<file path="config.mk">
export PLATFORM = sky130hd
export DESIGN_NAME = ahbl_cmd_master_flat
export DESIGN_NICKNAME = d
export VERILOG_FILES = /design/src/rtl/ahbl_cmd_master_if.sv /design/src/rtl/ahbl_cmd_master.sv /design/src/flat_wrapper.sv
export SDC_FILE = /design/constraint.sdc
export NUM_CORES = 1
export LEC_CHECK = 0
export ABC_AREA = 0
export ABC_CLOCK_PERIOD_IN_PS = 3100
export CELL_PAD_IN_SITES_DETAIL_PLACEMENT = 1
export CELL_PAD_IN_SITES_GLOBAL_PLACEMENT = 2
export CORE_MARGIN = 2
export CORE_UTILIZATION = 30
export CTS_CLUSTER_SIZE = 8
export DETAILED_ROUTE_END_ITERATION = 16
export GPL_ROUTABILITY_DRIVEN = 0
export PLACE_DENSITY = 0.95
export RECOVER_POWER = 50
export SLEW_MARGIN = 15
export SYNTH_ARGS = -nofsm -noshare
export SYNTH_HDL_FRONTEND = slang
export SYNTH_SLANG_ARGS = --single-unit
</file>
<file path="constraint.sdc">
create_clock -name clk -period 3.1 [get_ports clk]
set_input_delay 0.465 -clock clk [delete_from_list [all_inputs] [get_ports clk]]
set_output_delay 0.465 -clock clk [all_outputs]
set_load 0.02 [all_outputs]
</file>
<file path="src/rtl/ahbl_cmd_master_if.sv">
// Command/response stream and AHB-Lite master bus bundle for ahbl_cmd_master.
// The master modport is the bus-master block; the slave modport is its environment.
interface ahbl_cmd_master_if;
   logic        cmd_valid_i;
   logic        cmd_ready_o;
   logic        cmd_write_i;
   logic        cmd_poll_i;
   logic [31:0] cmd_addr_i;
   logic [31:0] cmd_wdata_i;
   logic [31:0] cmd_mask_i;

   logic        rsp_valid_o;
   logic [31:0] rsp_rdata_o;
   logic        rsp_err_o;
   logic        rsp_timeout_o;

   logic [31:0] ahb_m0_haddr_o;
   logic        ahb_m0_hwrite_o;
   logic [2:0]  ahb_m0_hsize_o;
   logic [2:0]  ahb_m0_hburst_o;
   logic [3:0]  ahb_m0_hprot_o;
   logic [1:0]  ahb_m0_htrans_o;
   logic        ahb_m0_hmastlock_o;
   logic [31:0] ahb_m0_hwdata_o;
   logic        ahb_m0_hready_i;
   logic        ahb_m0_hresp_i;
   logic [31:0] ahb_m0_hrdata_i;

   modport master (
      input  cmd_valid_i, cmd_write_i, cmd_poll_i, cmd_addr_i, cmd_wdata_i, cmd_mask_i,
      output cmd_ready_o,
      output rsp_valid_o, rsp_rdata_o, rsp_err_o, rsp_timeout_o,
      output ahb_m0_haddr_o, ahb_m0_hwrite_o, ahb_m0_hsize_o, ahb_m0_hburst_o,
      output ahb_m0_hprot_o, ahb_m0_htrans_o, ahb_m0_hmastlock_o, ahb_m0_hwdata_o,
      input  ahb_m0_hready_i, ahb_m0_hresp_i, ahb_m0_hrdata_i
   );

   modport slave (
      output cmd_valid_i, cmd_write_i, cmd_poll_i, cmd_addr_i, cmd_wdata_i, cmd_mask_i,
      input  cmd_ready_o,
      input  rsp_valid_o, rsp_rdata_o, rsp_err_o, rsp_timeout_o,
      input  ahb_m0_haddr_o, ahb_m0_hwrite_o, ahb_m0_hsize_o, ahb_m0_hburst_o,
      input  ahb_m0_hprot_o, ahb_m0_htrans_o, ahb_m0_hmastlock_o, ahb_m0_hwdata_o,
      output ahb_m0_hready_i, ahb_m0_hresp_i, ahb_m0_hrdata_i
   );
endinterface

</file>
<file path="src/rtl/ahbl_cmd_master.sv">
// AHB-Lite single-transfer master: one command -> one word read/write, or a
// hardware poll loop that re-reads until (rdata & mask) == (wdata & mask).
module ahbl_cmd_master #(
   parameter int POLL_MAX = 1024,
   parameter int POLL_GAP = 4
) (
   input  logic               clk,
   input  logic               resetn,
   ahbl_cmd_master_if.master  bus
);
   localparam int AW = $clog2(POLL_MAX + 1);
   localparam int GW = (POLL_GAP > 1) ? $clog2(POLL_GAP) : 1;
   localparam logic [1:0] HT_IDLE   = 2'b00;
   localparam logic [1:0] HT_NONSEQ = 2'b10;

   typedef enum logic [2:0] {S_IDLE, S_ADDR, S_DATA, S_GAP, S_RESP} state_t;

   state_t        r_state;
   state_t        w_next;
   logic          r_ready;
   logic [31:0]   r_addr;
   logic          r_write;
   logic          r_poll;
   logic [31:0]   r_wdata;
   logic [31:0]   r_mask;
   logic [31:0]   r_rdata;
   logic          r_err;
   logic          r_timeout;
   logic [AW-1:0] r_attempts;
   logic [GW-1:0] r_gap_cnt;

   logic          w_accept;
   logic          w_match;
   logic          w_last;
   logic          w_gap_end;
   logic          w_data_done;

   always_ff @(posedge clk or negedge resetn) begin
      if (!resetn) r_state <= S_IDLE;
      else         r_state <= w_next;
   end

   // r_ready is only ever set while the FSM sits in IDLE, so it doubles as the accept qualifier
   always_comb begin
      w_accept    = bus.cmd_valid_i && r_ready;
      w_match     = ((bus.ahb_m0_hrdata_i ^ r_wdata) & r_mask) == 32'h0;
      w_last      = (r_attempts == AW'(POLL_MAX));
      w_gap_end   = (POLL_GAP == 0) || (r_gap_cnt == GW'(POLL_GAP - 1));
      w_data_done = (r_state == S_DATA) && bus.ahb_m0_hready_i;
      w_next      = r_state;
      case (r_state)
         S_IDLE: if (w_accept) w_next = S_ADDR;
         S_ADDR: if (bus.ahb_m0_hready_i) w_next = S_DATA;
         S_DATA: begin
            if (bus.ahb_m0_hready_i) begin
               if (bus.ahb_m0_hresp_i || !r_poll || w_match || w_last) w_next = S_RESP;
               else if (POLL_GAP == 0)                                   w_next = S_ADDR;
               else                                                      w_next = S_GAP;
            end
         end
         S_GAP:  if (w_gap_end) w_next = S_ADDR;
         S_RESP: w_next = S_IDLE;
         default: w_next = S_IDLE;
      endcase
   end

   always_ff @(posedge clk or negedge resetn) begin
      if (!resetn) begin
         r_ready    <= 1'b0;
         r_addr     <= 32'h0;
         r_write    <= 1'b0;
         r_poll     <= 1'b0;
         r_wdata    <= 32'h0;
         r_mask     <= 32'h0;
         r_rdata    <= 32'h0;
         r_err      <= 1'b0;
         r_timeout  <= 1'b0;
         r_attempts <= '0;
         r_gap_cnt  <= '0;
      end else begin
         r_ready <= (w_next == S_IDLE);
         if (w_accept) begin
            r_addr     <= bus.cmd_addr_i & ~32'h3;
            r_write    <= bus.cmd_write_i;
            r_poll     <= bus.cmd_poll_i & ~bus.cmd_write_i;
            r_wdata    <= bus.cmd_wdata_i;
            r_mask     <= bus.cmd_mask_i;
            r_err      <= 1'b0;
            r_timeout  <= 1'b0;
            r_attempts <= AW'(1);
         end
         if (w_data_done) begin
            if (bus.ahb_m0_hresp_i) r_err <= 1'b1;
            else if (!r_write)      r_rdata <= bus.ahb_m0_hrdata_i;
            if (!bus.ahb_m0_hresp_i && r_poll && !w_match && w_last) r_timeout <= 1'b1;
         end
         // a re-entry into ADDR from DATA/GAP is a new poll attempt
         if ((r_state == S_DATA || r_state == S_GAP) && w_next == S_ADDR && !w_last)
            r_attempts <= r_attempts + AW'(1);
         if (r_state == S_GAP) r_gap_cnt <= r_gap_cnt + GW'(1);
         else                  r_gap_cnt <= '0;
      end
   end

   assign bus.cmd_ready_o        = r_ready;
   assign bus.rsp_valid_o        = (r_state == S_RESP);
   assign bus.rsp_rdata_o        = r_rdata;
   assign bus.rsp_err_o          = r_err;
   assign bus.rsp_timeout_o      = r_timeout;
   assign bus.ahb_m0_haddr_o     = r_addr;
   assign bus.ahb_m0_hwrite_o    = r_write;
   assign bus.ahb_m0_hsize_o     = 3'b010;
   assign bus.ahb_m0_hburst_o    = 3'b000;
   assign bus.ahb_m0_hprot_o     = 4'b0011;
   assign bus.ahb_m0_htrans_o    = (r_state == S_ADDR) ? HT_NONSEQ : HT_IDLE;
   assign bus.ahb_m0_hmastlock_o = 1'b0;
   assign bus.ahb_m0_hwdata_o    = r_write ? r_wdata : 32'h0;
endmodule

</file>
<file path="src/flat_wrapper.sv">
// flat-port wrapper written by rule: the top's interface ports become plain ports
module ahbl_cmd_master_flat 
#(
   parameter int POLL_MAX = 1024,
   parameter int POLL_GAP = 4
)
  (clk, resetn, bus_cmd_valid_i, bus_cmd_write_i, bus_cmd_poll_i, bus_cmd_addr_i, bus_cmd_wdata_i, bus_cmd_mask_i, bus_cmd_ready_o, bus_rsp_valid_o, bus_rsp_rdata_o, bus_rsp_err_o, bus_rsp_timeout_o, bus_ahb_m0_haddr_o, bus_ahb_m0_hwrite_o, bus_ahb_m0_hsize_o, bus_ahb_m0_hburst_o, bus_ahb_m0_hprot_o, bus_ahb_m0_htrans_o, bus_ahb_m0_hmastlock_o, bus_ahb_m0_hwdata_o, bus_ahb_m0_hready_i, bus_ahb_m0_hresp_i, bus_ahb_m0_hrdata_i);
  ahbl_cmd_master_if bus_i ();
  input  logic clk;
  input  logic resetn;
  input wire logic [$bits(bus_i.cmd_valid_i)-1:0] bus_cmd_valid_i;
  input wire logic [$bits(bus_i.cmd_write_i)-1:0] bus_cmd_write_i;
  input wire logic [$bits(bus_i.cmd_poll_i)-1:0] bus_cmd_poll_i;
  input wire logic [$bits(bus_i.cmd_addr_i)-1:0] bus_cmd_addr_i;
  input wire logic [$bits(bus_i.cmd_wdata_i)-1:0] bus_cmd_wdata_i;
  input wire logic [$bits(bus_i.cmd_mask_i)-1:0] bus_cmd_mask_i;
  output wire logic [$bits(bus_i.cmd_ready_o)-1:0] bus_cmd_ready_o;
  output wire logic [$bits(bus_i.rsp_valid_o)-1:0] bus_rsp_valid_o;
  output wire logic [$bits(bus_i.rsp_rdata_o)-1:0] bus_rsp_rdata_o;
  output wire logic [$bits(bus_i.rsp_err_o)-1:0] bus_rsp_err_o;
  output wire logic [$bits(bus_i.rsp_timeout_o)-1:0] bus_rsp_timeout_o;
  output wire logic [$bits(bus_i.ahb_m0_haddr_o)-1:0] bus_ahb_m0_haddr_o;
  output wire logic [$bits(bus_i.ahb_m0_hwrite_o)-1:0] bus_ahb_m0_hwrite_o;
  output wire logic [$bits(bus_i.ahb_m0_hsize_o)-1:0] bus_ahb_m0_hsize_o;
  output wire logic [$bits(bus_i.ahb_m0_hburst_o)-1:0] bus_ahb_m0_hburst_o;
  output wire logic [$bits(bus_i.ahb_m0_hprot_o)-1:0] bus_ahb_m0_hprot_o;
  output wire logic [$bits(bus_i.ahb_m0_htrans_o)-1:0] bus_ahb_m0_htrans_o;
  output wire logic [$bits(bus_i.ahb_m0_hmastlock_o)-1:0] bus_ahb_m0_hmastlock_o;
  output wire logic [$bits(bus_i.ahb_m0_hwdata_o)-1:0] bus_ahb_m0_hwdata_o;
  input wire logic [$bits(bus_i.ahb_m0_hready_i)-1:0] bus_ahb_m0_hready_i;
  input wire logic [$bits(bus_i.ahb_m0_hresp_i)-1:0] bus_ahb_m0_hresp_i;
  input wire logic [$bits(bus_i.ahb_m0_hrdata_i)-1:0] bus_ahb_m0_hrdata_i;
  assign bus_i.cmd_valid_i = bus_cmd_valid_i;
  assign bus_i.cmd_write_i = bus_cmd_write_i;
  assign bus_i.cmd_poll_i = bus_cmd_poll_i;
  assign bus_i.cmd_addr_i = bus_cmd_addr_i;
  assign bus_i.cmd_wdata_i = bus_cmd_wdata_i;
  assign bus_i.cmd_mask_i = bus_cmd_mask_i;
  assign bus_cmd_ready_o = bus_i.cmd_ready_o;
  assign bus_rsp_valid_o = bus_i.rsp_valid_o;
  assign bus_rsp_rdata_o = bus_i.rsp_rdata_o;
  assign bus_rsp_err_o = bus_i.rsp_err_o;
  assign bus_rsp_timeout_o = bus_i.rsp_timeout_o;
  assign bus_ahb_m0_haddr_o = bus_i.ahb_m0_haddr_o;
  assign bus_ahb_m0_hwrite_o = bus_i.ahb_m0_hwrite_o;
  assign bus_ahb_m0_hsize_o = bus_i.ahb_m0_hsize_o;
  assign bus_ahb_m0_hburst_o = bus_i.ahb_m0_hburst_o;
  assign bus_ahb_m0_hprot_o = bus_i.ahb_m0_hprot_o;
  assign bus_ahb_m0_htrans_o = bus_i.ahb_m0_htrans_o;
  assign bus_ahb_m0_hmastlock_o = bus_i.ahb_m0_hmastlock_o;
  assign bus_ahb_m0_hwdata_o = bus_i.ahb_m0_hwdata_o;
  assign bus_i.ahb_m0_hready_i = bus_ahb_m0_hready_i;
  assign bus_i.ahb_m0_hresp_i = bus_ahb_m0_hresp_i;
  assign bus_i.ahb_m0_hrdata_i = bus_ahb_m0_hrdata_i;
  ahbl_cmd_master #(.POLL_MAX(POLL_MAX), .POLL_GAP(POLL_GAP)) u_core (.clk(clk), .resetn(resetn), .bus(bus_i));
endmodule
</file>
# Word level (Yosys, flattened, before mapping)
# Index checks and enable logic that the tools add are counted.
dict set report classes {
  addsub 2
  n_eq_ne 7
  muxes 17
  n_bitwise 6
  reduce_logical 20
}
# op count
set op_table {}
lappend op_table {{bitwise AND 32 bit} 1}
lappend op_table {{zero test 32 bit} 1}
lappend op_table {{2-to-1 mux 32 bit} 1}
lappend op_table {{bitwise XOR 32 bit} 1}
lappend op_table {{2-to-1 mux 11 bit} 2}
lappend op_table {{2-to-1 mux 3 bit} 5}
lappend op_table {{one-hot mux 3 bit (4 select lines)} 1}
lappend op_table {{adder 11 x 1 -> 11 bit, second input constant} 1}
lappend op_table {{== test 11 bit, second input constant} 1}
lappend op_table {{logical AND 1 bit} 7}
lappend op_table {{== test 3 x 1 -> 1 bit, second input constant} 2}
lappend op_table {{== test 3 x 2 -> 1 bit, second input constant} 2}
lappend op_table {{zero test 3 bit} 2}
lappend op_table {{2-to-1 mux 1 bit} 6}
lappend op_table {{zero test 1 bit} 4}
lappend op_table {{logical OR 1 bit} 4}
lappend op_table {{2-to-1 mux 2 bit} 2}
lappend op_table {{== test 3 bit, second input constant} 1}
lappend op_table {{inverter 1 bit} 3}
lappend op_table {{AND reduction 3 bit} 1}
lappend op_table {{adder 2 x 1 -> 2 bit, second input constant} 1}
lappend op_table {{== test 2 bit, second input constant} 1}
lappend op_table {{nonzero test 2 bit} 1}
lappend op_table {{bitwise AND 1 bit} 1}
dict set report word_totals {
  reg_bits 147
  inputBits 135
  out_inout_bits 114
  word_cells 64
}

# Logic depth before layout (Yosys ltp)
# Gate-level depths: netlist (run 1).
dict set report depth {
  ltp_word 12
  mapped_depth 8
  mapped_depth_nobuf 8
}

# Least setup slack after synthesis (run 1)
# No wires, ideal clock.
dict set report synth_path {
  path_kind {register to register}
  start {register u_core.r_attempts[0]}
  end {register u_core.r_attempts[3]}
  setup_time_ns 0.121
  arrival_ns 1.845
  slack_ns 1.134
  path_stages_with_launch 8
  n_path_buf 1
  cell_sequence {dfrtp_1 -> inv_1 -> ha_1 -> or4b_1 -> nor4_2 -> and4b_4 -> buf_2 -> a22o_1}
}
dict set report synth_via {
  elab_chain_len 9
  word_cells_on_any_way 12
}
# element line
set synth_rtl {}
lappend synth_rtl {{start, declared} ahbl_cmd_master.sv:29} ;# logic [AW-1:0] r_attempts;
lappend synth_rtl {{start signal, assigned} ahbl_cmd_master.sv:99} ;# r_attempts <= r_attempts + AW'(1);
lappend synth_rtl {{== test 11 bit} ahbl_cmd_master.sv:47} ;# w_last = (r_attempts == AW'(POLL_MAX));
lappend synth_rtl {{logical OR 1 bit} ahbl_cmd_master.sv:56} ;# if (bus.ahb_m0_hresp_i || !r_poll || w_match || w_last) w_next = S_RESP;
lappend synth_rtl {{2-to-1 mux 3 bit} ahbl_cmd_master.sv:56}
lappend synth_rtl {{2-to-1 mux 3 bit} ahbl_cmd_master.sv:55} ;# if (bus.ahb_m0_hready_i) begin
lappend synth_rtl {{one-hot mux 3 bit (4 select lines)} ahbl_cmd_master.sv:51} ;# case (r_state)
lappend synth_rtl {{== test 3 x 1 -> 1 bit} ahbl_cmd_master.sv:98} ;# if ((r_state == S_DATA || r_state == S_GAP) && w_next == S_ADDR && !w_last)
lappend synth_rtl {{logical AND 1 bit (2 in series)} ahbl_cmd_master.sv:98}
lappend synth_rtl {{2-to-1 mux 11 bit / nonzero test 2 bit (equally long branches)} n/a}
# Parallel ways exist; a longest one is shown, timed or not.
# A chain may end at the register's enable or synchronous reset.

# Worst setup path in the final report (run 1)
dict set report layout_path {
  start {register u_core.r_write (netlist: u_core.bus.ahb_m0_hwrite_o)}
  end {output bus_ahb_m0_hwdata_o[29]}
}
dict set report layout_via {
  elab_chain_len 1
}
# element line
set layout_rtl {}
lappend layout_rtl {{start, declared} ahbl_cmd_master.sv:22} ;# logic r_write;
lappend layout_rtl {{start signal, assigned} ahbl_cmd_master.sv:84} ;# r_write <= bus.cmd_write_i;
lappend layout_rtl {{2-to-1 mux 32 bit} ahbl_cmd_master.sv:117} ;# assign bus.ahb_m0_hwdata_o = r_write ? r_wdata : 32'h0;
lappend layout_rtl {{end, declared} flat_wrapper.sv:29} ;# output wire logic [$bits(bus_i.ahb_m0_hwdata_o)-1:0] bus_ahb_m0_hwdata_o;
# No other way between the ends.

==> out/summary.log, run 1 <==
INFO  run_status     run_status=complete, but fails checks
INFO  run_status     violations=max-capacitance violations, max-slew violations
INFO  timing         worst_clock_skew=0.00863ns
INFO  timing         timing.final.max_slew_violations=76
INFO  critical_path  path_class=reg2out
INFO  clock_network  tritoncts=yes
INFO  placed_design  place_area=9100squm
INFO  critical_path  required=2.63ns
INFO  clock_network  cts-resized-gates=0
INFO  timing         final_hold_viol_count=0
INFO  pwr            netSwitchingPower=3330uW
INFO  critical_path  critPathCaptureType=output pin
INFO  layout         diodes=0
INFO  timing         grt_setup_unrepaired=false
INFO  timing         setup_viol=0
INFO  floorplanning  die_height=151um
INFO  pwr            clock_power_share=22.2%
INFO  job            timing.max_cap.violations=1
INFO  pwr            power.static_leakage=0.00417uW
INFO  synth          avgSynthCellArea=13.3squm
INFO  detailed_routing dr_total_vias=4635
INFO  pwr            share_comb_of_total_power=43.0%
INFO  layout         layout.nets=858
INFO  layout         post-route-cell-area=9690squm
INFO  synth          yosys_most_used_dff=dfrtp_1
INFO  synth          post_synth_num_cell_types=38
INFO  min_path       hold_path.class=reg2reg
INFO  detailed_routing antenna_violating_nets_post_route=0
INFO  timing         fin_tns_setup=0ns
INFO  layout         layout_common_cells=216 x clkdlybuf4s50_1, 147 x dfrtp_1, 126 x mux2_2, 33 x xor2_1, 33 x and2_1
INFO  placed_design  place.port_buffers=232
INFO  global_routing grt_overflow_total=0
INFO  critical_path  cp-start-kind=register
INFO  layout         area_delta_synth_final=50.0%
INFO  floorplanning  design.core.area=21100squm
INFO  global_routing grt_pass1_vias=5210
INFO  critical_path  arrival=2.14ns
INFO  synth          syn_inst=485
INFO  layout         utilization=46.0%
INFO  pwr            p_int=6380uW
INFO  layout         drive_gt1_share=22.8%
INFO  global_routing track_usage=17.1%
INFO  floorplanning  die_x_extent=151um
INFO  global_routing number_of_antenna_violations_at_the_first_check_in_global_routing=0
INFO  pwr            fin_total_pwr=9700uW
INFO  critical_path  cp_max_fo=24
INFO  timing         timing.slew.headroom=-36.0%
INFO  detailed_routing drt_iter0_markers=189
INFO  timing         final.period_utilization=83.9%
INFO  layout         layout_commonest_cell=clkdlybuf4s50_1
INFO  detailed_routing route.detailed.wl_per_inst=18.7um
INFO  synth          async_flop_share=100%
INFO  synth          yosysWarnings=0
INFO  detailed_routing vias_per_cell=4.60
INFO  pwr            powerDensity=1000nW/um^2
INFO  floorplanning  core.rowCount=53
INFO  timing         finalWorstPathRequiredPeriod=2.60ns
INFO  synth          seq_area_frac_synth=57.0%
INFO  timing         achievable-frequency=0.384GHz
INFO  clock_network  numClockSinks=147
INFO  detailed_routing detailedRoute.firstPassIterationCount=4
INFO  placed_design  place.detailed.hpwl=13900um
INFO  detailed_routing drc=0
INFO  clock_network  cts_setup_buffers=0
INFO  synth          post_synthesis_cell_area=6460squm
INFO  synth          synth_edf_count=0
INFO  floorplanning  ioPinCount=249
INFO  clock_network  clock_latency=0.41ns
INFO  clock_network  cts_made_buffers=17
INFO  detailed_routing drt-total-wl=18900um
INFO  timing         worst-slew-pin-transition=2.04ns
INFO  clock_network  ctsHtreeMaxLevel=4
INFO  floorplanning  total_die_area=22700squm
INFO  pwr            vdd_ir_drop_max=0.000491V
INFO  floorplanning  initial_core_util=30.6%
INFO  clock_network  clk_pin_slew_worst_paths=0.06ns
INFO  pwr            seq_power_share=34.8%
INFO  global_routing largest_net_degree_at_the_start_of_global_routing=77
INFO  clock_network  ctsLongestPathBuffers=2
INFO  pwr            power.switching_fraction=34.3%
INFO  global_routing grt_first_pass_wirelength=29200um
INFO  synth          postSynthRegisterBits=147
INFO  clock_network  clock_tree.root_cell=clkbuf_16
INFO  clock_network  post_cts_hold_buffer_count=0
==> synthesized netlist by cell type, drive strengths merged (2+ instances only) <==
| master | count | area, sq um |
|---|---|---|
| dfrtp | 147 | 3680 |
| mux2 | 127 | 1430 |
| and2 | 33 | 206 |
| xor2 | 33 | 289 |
| o21ai | 19 | 95.1 |
| buf | 18 | 125 |
| a22oi | 16 | 120 |
| clkbuf | 16 | 60.1 |
| nand2 | 15 | 56.3 |
| nor2 | 14 | 52.6 |
| and3 | 7 | 43.8 |
| nand4 | 6 | 37.5 |
| inv | 4 | 15.0 |
| a21oi | 3 | 26.3 |
| ha | 3 | 37.5 |
| a31oi | 2 | 12.5 |
| conb | 2 | 7.51 |
| nand2b | 2 | 12.5 |
| nand3 | 2 | 10.0 |
| nor4 | 2 | 18.8 |
| or4b | 2 | 20.0 |
==> area by class of cell <==
class / count / area, sq um
timing repair buffer: 238 / 2410
inverter: 4 / 15.0
tap: 275 / 344
multi-input combinational: 312 / 2630
clock buffer: 23 / 488
fill: 2202 / 11400
clock inverter: 8 / 125
sequential: 147 / 3680
==> kinds of logic (layout without fill, tap and decap cells) <==
logic type	after synthesis	count (layout)	share of synthesized area (%)
muxes	127	127	22.1
xor gates and xnor gates	33	33	4.48
AOI/OAI and AO/OA	44	44	4.44
adders and majority gates	3	3	0.581
DFF	147	147	57.0
other	2	14	0.116
and+or+nand+nor	91	91	8.19
buffers and inverters	38	273	3.10
==> worst max-delay path, cell delays in order, from the launching register on <==
cell	delay, ns
dfrtp_1	0.69
buf_12	0.24
and2_1	0.14
clkdlybuf4s50_1	0.65
==> layer usage <==
layer / vias up / part of all wire, % / global-route usage [%]
met4: 0 / 1.9 / 5.89
met1: 2330 / 40 / 20.2
met2: 147 / 52 / 29.9
li1: 2130 / - / -
met3: 28 / 6.1 / 4.76
met5: - / 0 / 0
==> state kept, by name, summed over array words and instances (netlist names), 2 cells and up <==
register	cells
u_core.bus.rsp_rdata_o	32
u_core.r_mask	32
u_core.r_wdata	32
u_core.bus.ahb_m0_haddr_o	30
u_core.r_attempts	11
u_core.r_state	3
u_core.r_gap_cnt	2
==> power by group through the flow <==
stage / Sequential (uW) / Combinational [uW] / Clock, uW
6_report: 3370 / 4170 / 2160
5_1_grt: 3500 / 4470 / 2300
4_1_cts: 3390 / 4300 / 2220
3_5_place_dp: 3410 / 4270 / 0
3_3_place_gp: 3340 / 4190 / 0
2_1_floorplan: 3740 / 1840 / 0
==> path summary, 6_finish.rpt <==
path,to,slack (ns),depth (start not counted),from
min,u_core.r_gap_cnt[0],0.44,1,u_core.r_gap_cnt[0]
min in group asynchronous,u_core.r_mask[10],0.60,1,resetn
max,bus_ahb_m0_hwdata_o[29],0.50,3,u_core.bus.ahb_m0_hwrite_o
max in group asynchronous,u_core.bus.ahb_m0_haddr_o[23],0.85,2,resetn
min reg2reg,u_core.r_gap_cnt[0],0.44,1,u_core.r_gap_cnt[0]
max reg2reg,u_core.r_attempts[9],0.75,8,u_core.r_attempts[0]
==> metrics by stage <==
stage / worst slack [ns] / std cells / hold WS (ns)
final: 0.498 / 1007 / 0.445
after global routing: 0.400 / 1007 / 0.475
after CTS: 0.413 / 1007 / 0.107
after detailed placement: 0.377 / 976 / 0.455
after global placement: 0.434 / 976 / 0.422
after floorplan: 1.13 / 497 / 0.169
Note: power is estimated with default switching activity, not from simulation.
==> run 2: changes to the inputs <==
--- a/config.mk
+++ b/config.mk
@@ -6,15 +6,15 @@
 export NUM_CORES = 1
 export LEC_CHECK = 0
 export ABC_AREA = 0
-export ABC_CLOCK_PERIOD_IN_PS = 3100
+export ABC_CLOCK_PERIOD_IN_PS = 2400
 export CELL_PAD_IN_SITES_DETAIL_PLACEMENT = 1
 export CELL_PAD_IN_SITES_GLOBAL_PLACEMENT = 2
 export CORE_MARGIN = 2
-export CORE_UTILIZATION = 30
+export CORE_UTILIZATION = 28
 export CTS_CLUSTER_SIZE = 8
 export DETAILED_ROUTE_END_ITERATION = 16
 export GPL_ROUTABILITY_DRIVEN = 0
-export PLACE_DENSITY = 0.95
+export PLACE_DENSITY = 0.91
 export RECOVER_POWER = 50
 export SLEW_MARGIN = 15
 export SYNTH_ARGS = -nofsm -noshare
==> constraint.sdc (replaced) <==
create_clock -name clk -period 2.4 [get_ports clk]
set_input_delay 0.36 -clock clk [delete_from_list [all_inputs] [get_ports clk]]
set_output_delay 0.36 -clock clk [all_outputs]
set_load 0.02 [all_outputs]
==> run 2 against run 1 <==
Compared with the run above: the flow now finishes without violations; hold slack got worse by 0.0090 ns; flip-flop and latch count unchanged; combinational power increased by 32%; via count rose by 1.1%; die area increased by 7.0%; highest routed layer unchanged.
==> out/summary.log, run 2 (synthesis gave the netlist of run 1 again) <==
INFO  critical_path  critPathCaptureType=output pin
INFO  layout         final-seq-area=3680squm [unchanged]
INFO  layout         layout_commonest_cell=clkdlybuf4s50_1
INFO  global_routing largest_net_degree_at_the_start_of_global_routing=53 [-31%]
INFO  pwr            powerDensity=1280nW/um^2 [+27%]
INFO  pwr            fin_total_pwr=12400uW [+28%]
INFO  detailed_routing antenna_violating_nets_post_route=0 [unchanged]
INFO  floorplanning  die_height=156um [+3.4%]
INFO  critical_path  path_class=reg2out
INFO  clock_network  ctsHtreeMaxLevel=4 [unchanged]
INFO  timing         finalWorstPathRequiredPeriod=2.25ns
INFO  layout         diodes=0 [unchanged]
INFO  timing         timing.final.max_slew_violations=0 [-100%]
INFO  timing         worst_clock_skew=0.0118ns [+0.00318 ns]
INFO  critical_path  crit_family=buffers and inverters
INFO  min_path       hold_path.class=reg2reg
INFO  critical_path  cp-start-kind=register
INFO  detailed_routing drt-total-wl=18900um [about the same]
INFO  placed_design  place.port_buffers=232 [unchanged]
INFO  critical_path  cp_max_fo=24 [unchanged]
INFO  timing         setup_viol=0 [unchanged]
INFO  global_routing grt_pass1_vias=5226 [+0.31%]
INFO  detailed_routing drc=0 [unchanged]
INFO  global_routing grt_overflow_total=0 [unchanged]
INFO  detailed_routing detailedRoute.firstPassIterationCount=4 [unchanged]
INFO  detailed_routing route.detailed.wl_per_inst=18.3um [-2.1%]
INFO  timing         grt_setup_unrepaired=false
INFO  floorplanning  design.core.area=22600squm [+7.4%]
INFO  clock_network  cts_setup_buffers=0 [unchanged]
INFO  layout         num-fill-cells=2383 [+8.2%]
INFO  clock_network  cts_made_buffers=17 [unchanged]
INFO  timing         timing.final.ws_setup=0.145ns [-0.353 ns]
INFO  layout         area_of_the_multi_input_gates=2640squm [about the same]
INFO  timing         fin_tns_setup=0ns [unchanged]
INFO  detailed_routing vias_per_cell=4.55 [-1.0%]
INFO  critical_path  path_buf_inv=2 [unchanged]
INFO  detailed_routing drt_iter0_markers=123 [-35%]
INFO  placed_design  place.detailed.hpwl=14000um [+0.95%]
INFO  detailed_routing dr_total_vias=4687 [+1.1%]
INFO  clock_network  numClockSinks=147 [unchanged]
INFO  detailed_routing topRoutingLayerUsed=met4
INFO  global_routing grt_first_pass_wirelength=29300um [+0.16%]
INFO  floorplanning  total_die_area=24300squm [+7.0%]
INFO  detailed_routing met3RoutedLength=1210um [+4.9%]
INFO  layout         layout_common_cells=231 x clkdlybuf4s50_1, 147 x dfrtp_1, 126 x mux2_2, 33 x xor2_1, 33 x and2_1
INFO  timing         whs=0.436ns [-0.00901 ns]
INFO  layout         layout.nets=869 [+1.3%]
INFO  critical_path  cpPeakStageDelay=0.64ns [-0.05 ns]
INFO  clock_network  clock_tree.root_cell=clkbuf_16
INFO  critical_path  required=2.04ns [-0.59 ns]
INFO  layout         layout.cells.non_filler=1029 [+2.2%]
INFO  clock_network  ctsLongestPathBuffers=2 [unchanged]
INFO  detailed_routing route.layer.met1.wl=7560um [-0.94%]
INFO  timing         achievable-frequency=0.444GHz
INFO  clock_network  tritoncts=yes
INFO  floorplanning  core.rowCount=55 [+3.8%]
INFO  floorplanning  ioPinCount=249 [unchanged]
INFO  timing         worst-slew-pin-transition=1.44ns [-0.596 ns]
INFO  layout         area_delta_synth_final=50.8%
INFO  pwr            power.static_leakage=0.00416uW [-0.25%]
INFO  timing         timing.slew.headroom=3.75% [+40 points]
INFO  run_status     run_status=completed
INFO  pwr            vdd_ir_drop_max=0.000582V [+19%]
INFO  placed_design  place_ws=-0.0664ns [-0.444 ns]
INFO  floorplanning  die_x_extent=156um [+3.4%]
INFO  timing         final_hold_viol_count=0 [unchanged]
INFO  global_routing track_usage=15.9% [-1.2 points]
INFO  clock_network  clock_latency=0.42ns [about the same]
INFO  placed_design  dp.cells=996 [+2.0%]
INFO  clock_network  clk_pin_slew_worst_paths=0.06ns [about the same]
INFO  global_routing number_of_antenna_violations_at_the_first_check_in_global_routing=0 [unchanged]
INFO  timing         final.period_utilization=93.9%
INFO  critical_path  path_cells=buf_4 > and2_1 > clkdlybuf4s50_1
INFO  detailed_routing metal2_wl=9590um [-1.4%]
INFO  layout         drive_gt1_share=24.1% [+1.2 points]
INFO  critical_path  critical-path-slowest-cell=clkdlybuf4s50_1
INFO  job            timing.max_cap.violations=0 [-1]
INFO  floorplanning  initial_core_util=28.5% [-2.1 points]
INFO  critical_path  arrival=1.89ns [-0.25 ns]
==> run 2: changes by cell type in the layout (fill, tap and decap cells not counted), sizes merged, moves of 4 or more <==
cell	change
dlygate4sd3	-14
inv	+6
clkinvlp	+4
buf	+9
clkdlybuf4s50	+15
clkbuf	-4
==> run 2: worst paths after layout <==
kind | from | end | slack [ns] | cells after the start
min in group asynchronous | resetn | u_core.bus.rsp_rdata_o[15] | 0.81 | 2
min | u_core.r_gap_cnt[0] | u_core.r_gap_cnt[0] | 0.44 | 1
min reg2reg | u_core.r_gap_cnt[0] | u_core.r_gap_cnt[0] | 0.44 | 1
max in group asynchronous | resetn | u_core.bus.rsp_rdata_o[4] | 0.34 | 3
max | u_core.bus.ahb_m0_hwrite_o | bus_ahb_m0_hwdata_o[30] | 0.15 | 3
max reg2reg | u_core.bus.cmd_ready_o | u_core.r_mask[12] | 0.21 | 3
==> run 2: where the power goes <==
group          switching (uW)  internal [uW]
registers                 703           3600
clock network            1150           1460
logic                    2550           2950
==> run 2: area by class of cell <==
| type | count | area share [%] |
|---|---|---|
| clock inverter | 14 | 1.49 |
| tap | 285 | 3.66 |
| timing repair buffer | 249 | 25.4 |
| inverter | 4 | 0.154 |
| sequential | 147 | 37.8 |
| multi-input combinational | 312 | 27.1 |
| clock buffer | 18 | 4.41 |
==> run 2: worst register-to-register path: cells and delay by family (launching register included) <==
family	cells	cell delay (ns)
flops	1	0.42
simple gates	1	0.68
mux	1	0.40
buf+inv	1	0.58
==> run 2: stage by stage <==
stage               util (%)  cell area [sq um]
floorplan                  -               6500
global placement        40.6               9190
detailed placement      40.6               9190
CTS                     43.2               9770
global route            43.0               9740
finish                  43.0               9740
==> run 2: layer usage <==
metal	vias up	GRT usage, %
met1	2355	18.2
met4	0	7.08
met3	30	4.64
li1	2160	-
met5	-	0
met2	142	27.5
==> run 2: timing repair <==
| action | 4_1_cts | 5_1_grt |
|---|---|---|
| setup endpoints to repair | 0 | 2 |
| endpoints found under the hold margin | 49 | 0 |
| hold buffers | 1 | 0 |
| gates resized for setup | 0 | 1 |
==> patch 1 (config.mk and constraints of run 1) <==
`POLL_MAX` is set to 1024 in 2 places; all go to 512.
--- a/src/rtl/ahbl_cmd_master.sv
+++ b/src/rtl/ahbl_cmd_master.sv
@@ -1,7 +1,7 @@
 // AHB-Lite single-transfer master: one command -> one word read/write, or a
 // hardware poll loop that re-reads until (rdata & mask) == (wdata & mask).
 module ahbl_cmd_master #(
-   parameter int POLL_MAX = 1024,
+   parameter int POLL_MAX = 512,
    parameter int POLL_GAP = 4
 ) (
    input  logic               clk,
--- a/src/flat_wrapper.sv
+++ b/src/flat_wrapper.sv
@@ -1,7 +1,7 @@
 // flat-port wrapper written by rule: the top's interface ports become plain ports
 module ahbl_cmd_master_flat 
 #(
-   parameter int POLL_MAX = 1024,
+   parameter int POLL_MAX = 512,
    parameter int POLL_GAP = 4
 )
   (clk, resetn, bus_cmd_valid_i, bus_cmd_write_i, bus_cmd_poll_i, bus_cmd_addr_i, bus_cmd_wdata_i, bus_cmd_mask_i, bus_cmd_ready_o, bus_rsp_valid_o, bus_rsp_rdata_o, bus_rsp_err_o, bus_rsp_timeout_o, bus_ahb_m0_haddr_o, bus_ahb_m0_hwrite_o, bus_ahb_m0_hsize_o, bus_ahb_m0_hburst_o, bus_ahb_m0_hprot_o, bus_ahb_m0_htrans_o, bus_ahb_m0_hmastlock_o, bus_ahb_m0_hwdata_o, bus_ahb_m0_hready_i, bus_ahb_m0_hresp_i, bus_ahb_m0_hrdata_i);
Check against the original RTL: no difference found for any inputs over 4 cycles, from zero or initial values and one cycle with resetn low; that may be too few to reach the edited logic, so the function may still have changed.
==> patch 1 against run 1 <==
- cell area fell by 0.81%
- via count fell by 0.63%
- die area fell by 0.13%
- sequential cell count fell by 1
- wire length fell by 3.8%
- hold slack got worse by 0.053 ns
- power fell by 0.56%
- fmax fell by 1.1%
- first-iteration DRC count fell by 27%
- worst setup slack got worse by 0.029 ns
- synthesized area fell by 0.14%
==> patch 1: results (changes against run 1) <==
worst clock skew=0.0101 ns (+0.00147 ns); share of layout cells above drive strength 1=0.232 (+0.00400); Arrival @ worst endpoint=2.92 ns (+0.78 ns); 1st-iter DRT viols=138 (-27%); Slew HR=0.0275 (+0.387); initial antenna violation count=1 (+1); Async SR Flop Fraction=1.00 (unchanged); # diodes=0 (unchanged); largest net degree at the start of global routing=58 (-25%); Yosys cell types=42 (+11%); Hold Path Class=in2async; CP peak stage delay=0.88 ns (+0.19 ns); Final Net Count=853 (-0.58%); clk_lat worst skew=0.42 ns; H-tree Lvls=4 (unchanged); most frequent cells after synthesis=dfrtp_1, mux2_2, xor2_1; Clock transition at path regs=0.07 ns; DP HPWL=13200 µm (-4.9%); Root Driver=clkbuf_16; CP max stage cell=nor2b_1; Fill cells=2215 (+0.59%); P_leak=4.04 nW (-3.1%); first-pass GRT wire length=27800 µm (-4.9%); vias in the first global route=5076 (-2.6%); clock buffer depth=2 (unchanged); WL final=18100 µm (-3.8%); post-synthesis sequential area ratio=0.566 (-0.00311); Post-Route M1 WL=7400 µm (-3.1%); All-Layer GR Usage=0.161 (-0.0101); status=finished, final reports clean; top routing layer used=met4; via count=4606 (-0.63%); post-cts gate resize count=0 (unchanged); CTS Buf Count=17 (unchanged); PortBufs=232 (unchanged); met3 wire len=1220 µm (+5.9%); crit path max fanout=25 (+4.2%); Syn. warnings=0 (unchanged); drt first pass iters=4 (unchanged); wire length on met2=9290 µm (-4.5%); setup TNS=0 ns (unchanged); synth top area cells=dfrtp_1, mux2_2, xor2_1; worst-case vdd ir drop=0.417 mV (-15%); postcts setup bufs=0 (unchanged); ys flop type=dfrtp_1
patch 1: cell count changes after synthesis, moves of 4 or more:
cell | run 1 | this run
clkbuf_1 | 16 | 5
nor2_1 | 14 | 5
nand2_1 | 15 | 10
nand3_1 | 2 | 7
buf_1 | 0 | 4
nand2b_1 | 2 | 6
patch 1: final timing paths:
kind / slack, ns / endpoint / cells after the start / start
max: 0.47 / u_core.bus.rsp_rdata_o[2]$_DFFE_PN0P_ / 6 / bus_ahb_m0_hready_i
min: 0.39 / u_core.r_wdata[31]$_DFFE_PN0P_ / 1 / resetn
max reg2reg: 0.53 / u_core.bus.rsp_rdata_o[2]$_DFFE_PN0P_ / 5 / u_core.r_state[1]$_DFF_PN0_
min reg2reg: 0.44 / u_core.r_gap_cnt[0]$_DFF_PN0_ / 1 / u_core.r_gap_cnt[0]$_DFF_PN0_
max in group asynchronous: 1.03 / u_core.bus.ahb_m0_hwrite_o$_DFFE_PN0P_ / 2 / resetn
min in group clk: 0.44 / u_core.r_gap_cnt[0]$_DFF_PN0_ / 1 / u_core.r_gap_cnt[0]$_DFF_PN0_
patch 1: cell families after synthesis:
logic type | Yosys count | synth area share
flip-flops | 146 | 0.566
multiplexers | 128 | 0.223
AND/OR/NAND/NOR | 84 | 0.0770
AO/OA/AOI/OAI | 42 | 0.0442
buffers and inverters | 39 | 0.0359
XOR/XNOR | 34 | 0.0462
adder cells (fa/ha/maj) | 3 | 0.00582
other | 2 | 0.00116
patch 1: where the power goes:
part	internal, mW	switching, mW
combinational	2.27	1.98
sequential	2.77	0.550
clock	1.22	0.862
total	6.26	3.39
patch 1: per-layer routing:
metal,GRT usage,up-vias
met1,0.190,2313
met4,0.0458,0
met3,0.0530,20
met2,0.280,154
li1,-,2119
met5,0,-
patch 1: per-stage QoR:
step | instance area, µm² | setup slack [ns] | hold WS (ns) | cells
after CTS | 9670 | 0.580 | 0.0250 | 1003
after global routing | 9610 | 0.351 | 0.471 | 1003
after global placement | 9070 | 0.627 | 0.434 | 971
after detailed placement | 9070 | 0.592 | 0.434 | 971
after floorplan | 6490 | 1.26 | 0.169 | 490
final | 9610 | 0.469 | 0.392 | 1003
patch 1: worst max-delay path, delay by kind of cell:
family,cells,cell delay [ns]
mux,1,0.36
buf+inv,2,0.81
simple gates,3,1.27
patch 1: final cells by class:
| class | count | area share |
|---|---|---|
| well taps | 275 | 0.0358 |
| clock inverters | 14 | 0.0161 |
| multi-input cells | 305 | 0.272 |
| flip-flops and latches | 146 | 0.380 |
| inverters | 5 | 0.00195 |
| repair buffers | 240 | 0.249 |
| clock buffers | 18 | 0.0457 |
==> patch 2 (settings of run 1) <==
Made on the original files. Re-encode `state_t` (5 states) as one-hot, 5 bits wide.
--- a/src/rtl/ahbl_cmd_master.sv
+++ b/src/rtl/ahbl_cmd_master.sv
@@ -13,7 +13,7 @@
    localparam logic [1:0] HT_IDLE   = 2'b00;
    localparam logic [1:0] HT_NONSEQ = 2'b10;
 
-   typedef enum logic [2:0] {S_IDLE, S_ADDR, S_DATA, S_GAP, S_RESP} state_t;
+   typedef enum logic [4:0] {S_IDLE = 5'b00001, S_ADDR = 5'b00010, S_DATA = 5'b00100, S_GAP = 5'b01000, S_RESP = 5'b10000} state_t;
 
    state_t        r_state;
    state_t        w_next;
Check against the original RTL: same outputs for any inputs over 4 cycles, from zero or initial values and one cycle with resetn low; so few cycles prove little.
==> patch 2 against run 1 <==
- the run still ends with capacitance limit, slew limit left
- worst setup slack got worse by 0.27 ns
- power fell by 18%
- sequential cell count increased by 2
- sequential power down 14%
- via count grew 6.2%
- synthesized area rose by 6.3%
- synthesized cell count grew 4.9%
- wire length grew 7.6%
- cell area is 3.6% higher
==> patch 2: results (changes against run 1) <==
met3 Track Usage GR=0.0493 (+0.00173); CP peak stage delay=0.94 ns (+0.25 ns); most frequent cells after synthesis=dfrtp_1, mux2_2, and2_1; vias in the first global route=5570 (+6.9%); worst reg2reg path depth=7 (-1); met3 wire len=1100 µm (-4.3%); initial antenna violation count=2 (+2); maxcap violations=1 (unchanged); overall power=8.00 mW (-18%); violated checks=capacitance limit, slew limit; Post-Synth Adder-Cell Area=0.00547 (-0.000343); worst-case vdd ir drop=0.355 mV (-28%); largest net degree at the start of global routing=98 (+27%); Yosys cell types=54 (+42%); Comb pwr share=0.357 (-0.073); # diodes=1 (+1); multi-input combinational area share=0.290 (+0.0186); Via density=4.72 (+2.6%); P_leak=4.52 nW (+8.3%); status=finished with violations; sequential cell area share=0.371 (-0.00823); clock network area share=0.0639 (+0.000643); xor-xnor portion of the synthesized cell area=0.0421 (-0.00264); met2 Resource Use GR=0.298 (about the same); crit path to=bus_ahb_m0_hwdata_o[5]; CLK BUF=20 (-13%); Synth Area in Compound Gates=0.0633 (+0.0189); wire length on met2=10500 µm (+8.0%); WL final=20300 µm (+7.6%); Seq Cell Count=149 (+1.4%); worst clock skew=0.00606 ns (-0.00257 ns); first-pass GRT wire length=31500 µm (+7.9%); Final Net Count=881 (+2.7%); invs w/o clock=6 (+2); All-Layer GR Usage=0.171 (+0.000315); Post-Route M1 WL=8210 µm (+7.7%); 1st-iter DRT viols=151 (-20%); post-synthesis mux area share=0.217 (-0.00469); Slew Viols, Final=63 (-17%); Slew HR=-0.0918 (+0.268); Reg-to-Reg End=u_core.r_attempts[0]$_DFFE_PN0P_; Internal=5.42 mW (-15%); Hold EP=u_core.r_gap_cnt[0]$_DFF_PN0_; Top delay family on crit path=flip-flops; DP HPWL=14600 µm (+5.5%); synth top area cells=dfrtp_1, mux2_2, xor2_1
-- patch 2: cell types whose count changed after synthesis, moves of 5 or more --
| cell | run 1 | this run |
|---|---|---|
| mux2_2 | 126 | 117 |
| buf_6 | 0 | 5 |
| and2_1 | 33 | 38 |
| o21ai_0 | 18 | 4 |
| nor2_1 | 14 | 9 |
| o211a_1 | 0 | 7 |
| a21o_1 | 1 | 9 |
| mux2_4 | 0 | 10 |
| clkbuf_1 | 16 | 10 |
-- patch 2: cell families after synthesis --
family	count (synthesis)
mux	129
buf+inv	42
simple gates	98
other cells	2
xor+xnor	33
fa+ha+maj	3
compound gates	53
flops	149
-- patch 2: stage by stage --
step	instance area (µm²)	hold WS [ns]	util	std cells	worst slack [ns]
final	10000	0.433	0.445	1042	0.233
after global routing	10000	0.460	0.445	1042	0.0896
after floorplan	6910	0.169	-	521	1.20
after global placement	9450	0.421	0.419	1009	0.490
after CTS	10100	0.0469	0.447	1041	0.102
after detailed placement	9450	0.430	0.419	1009	0.457
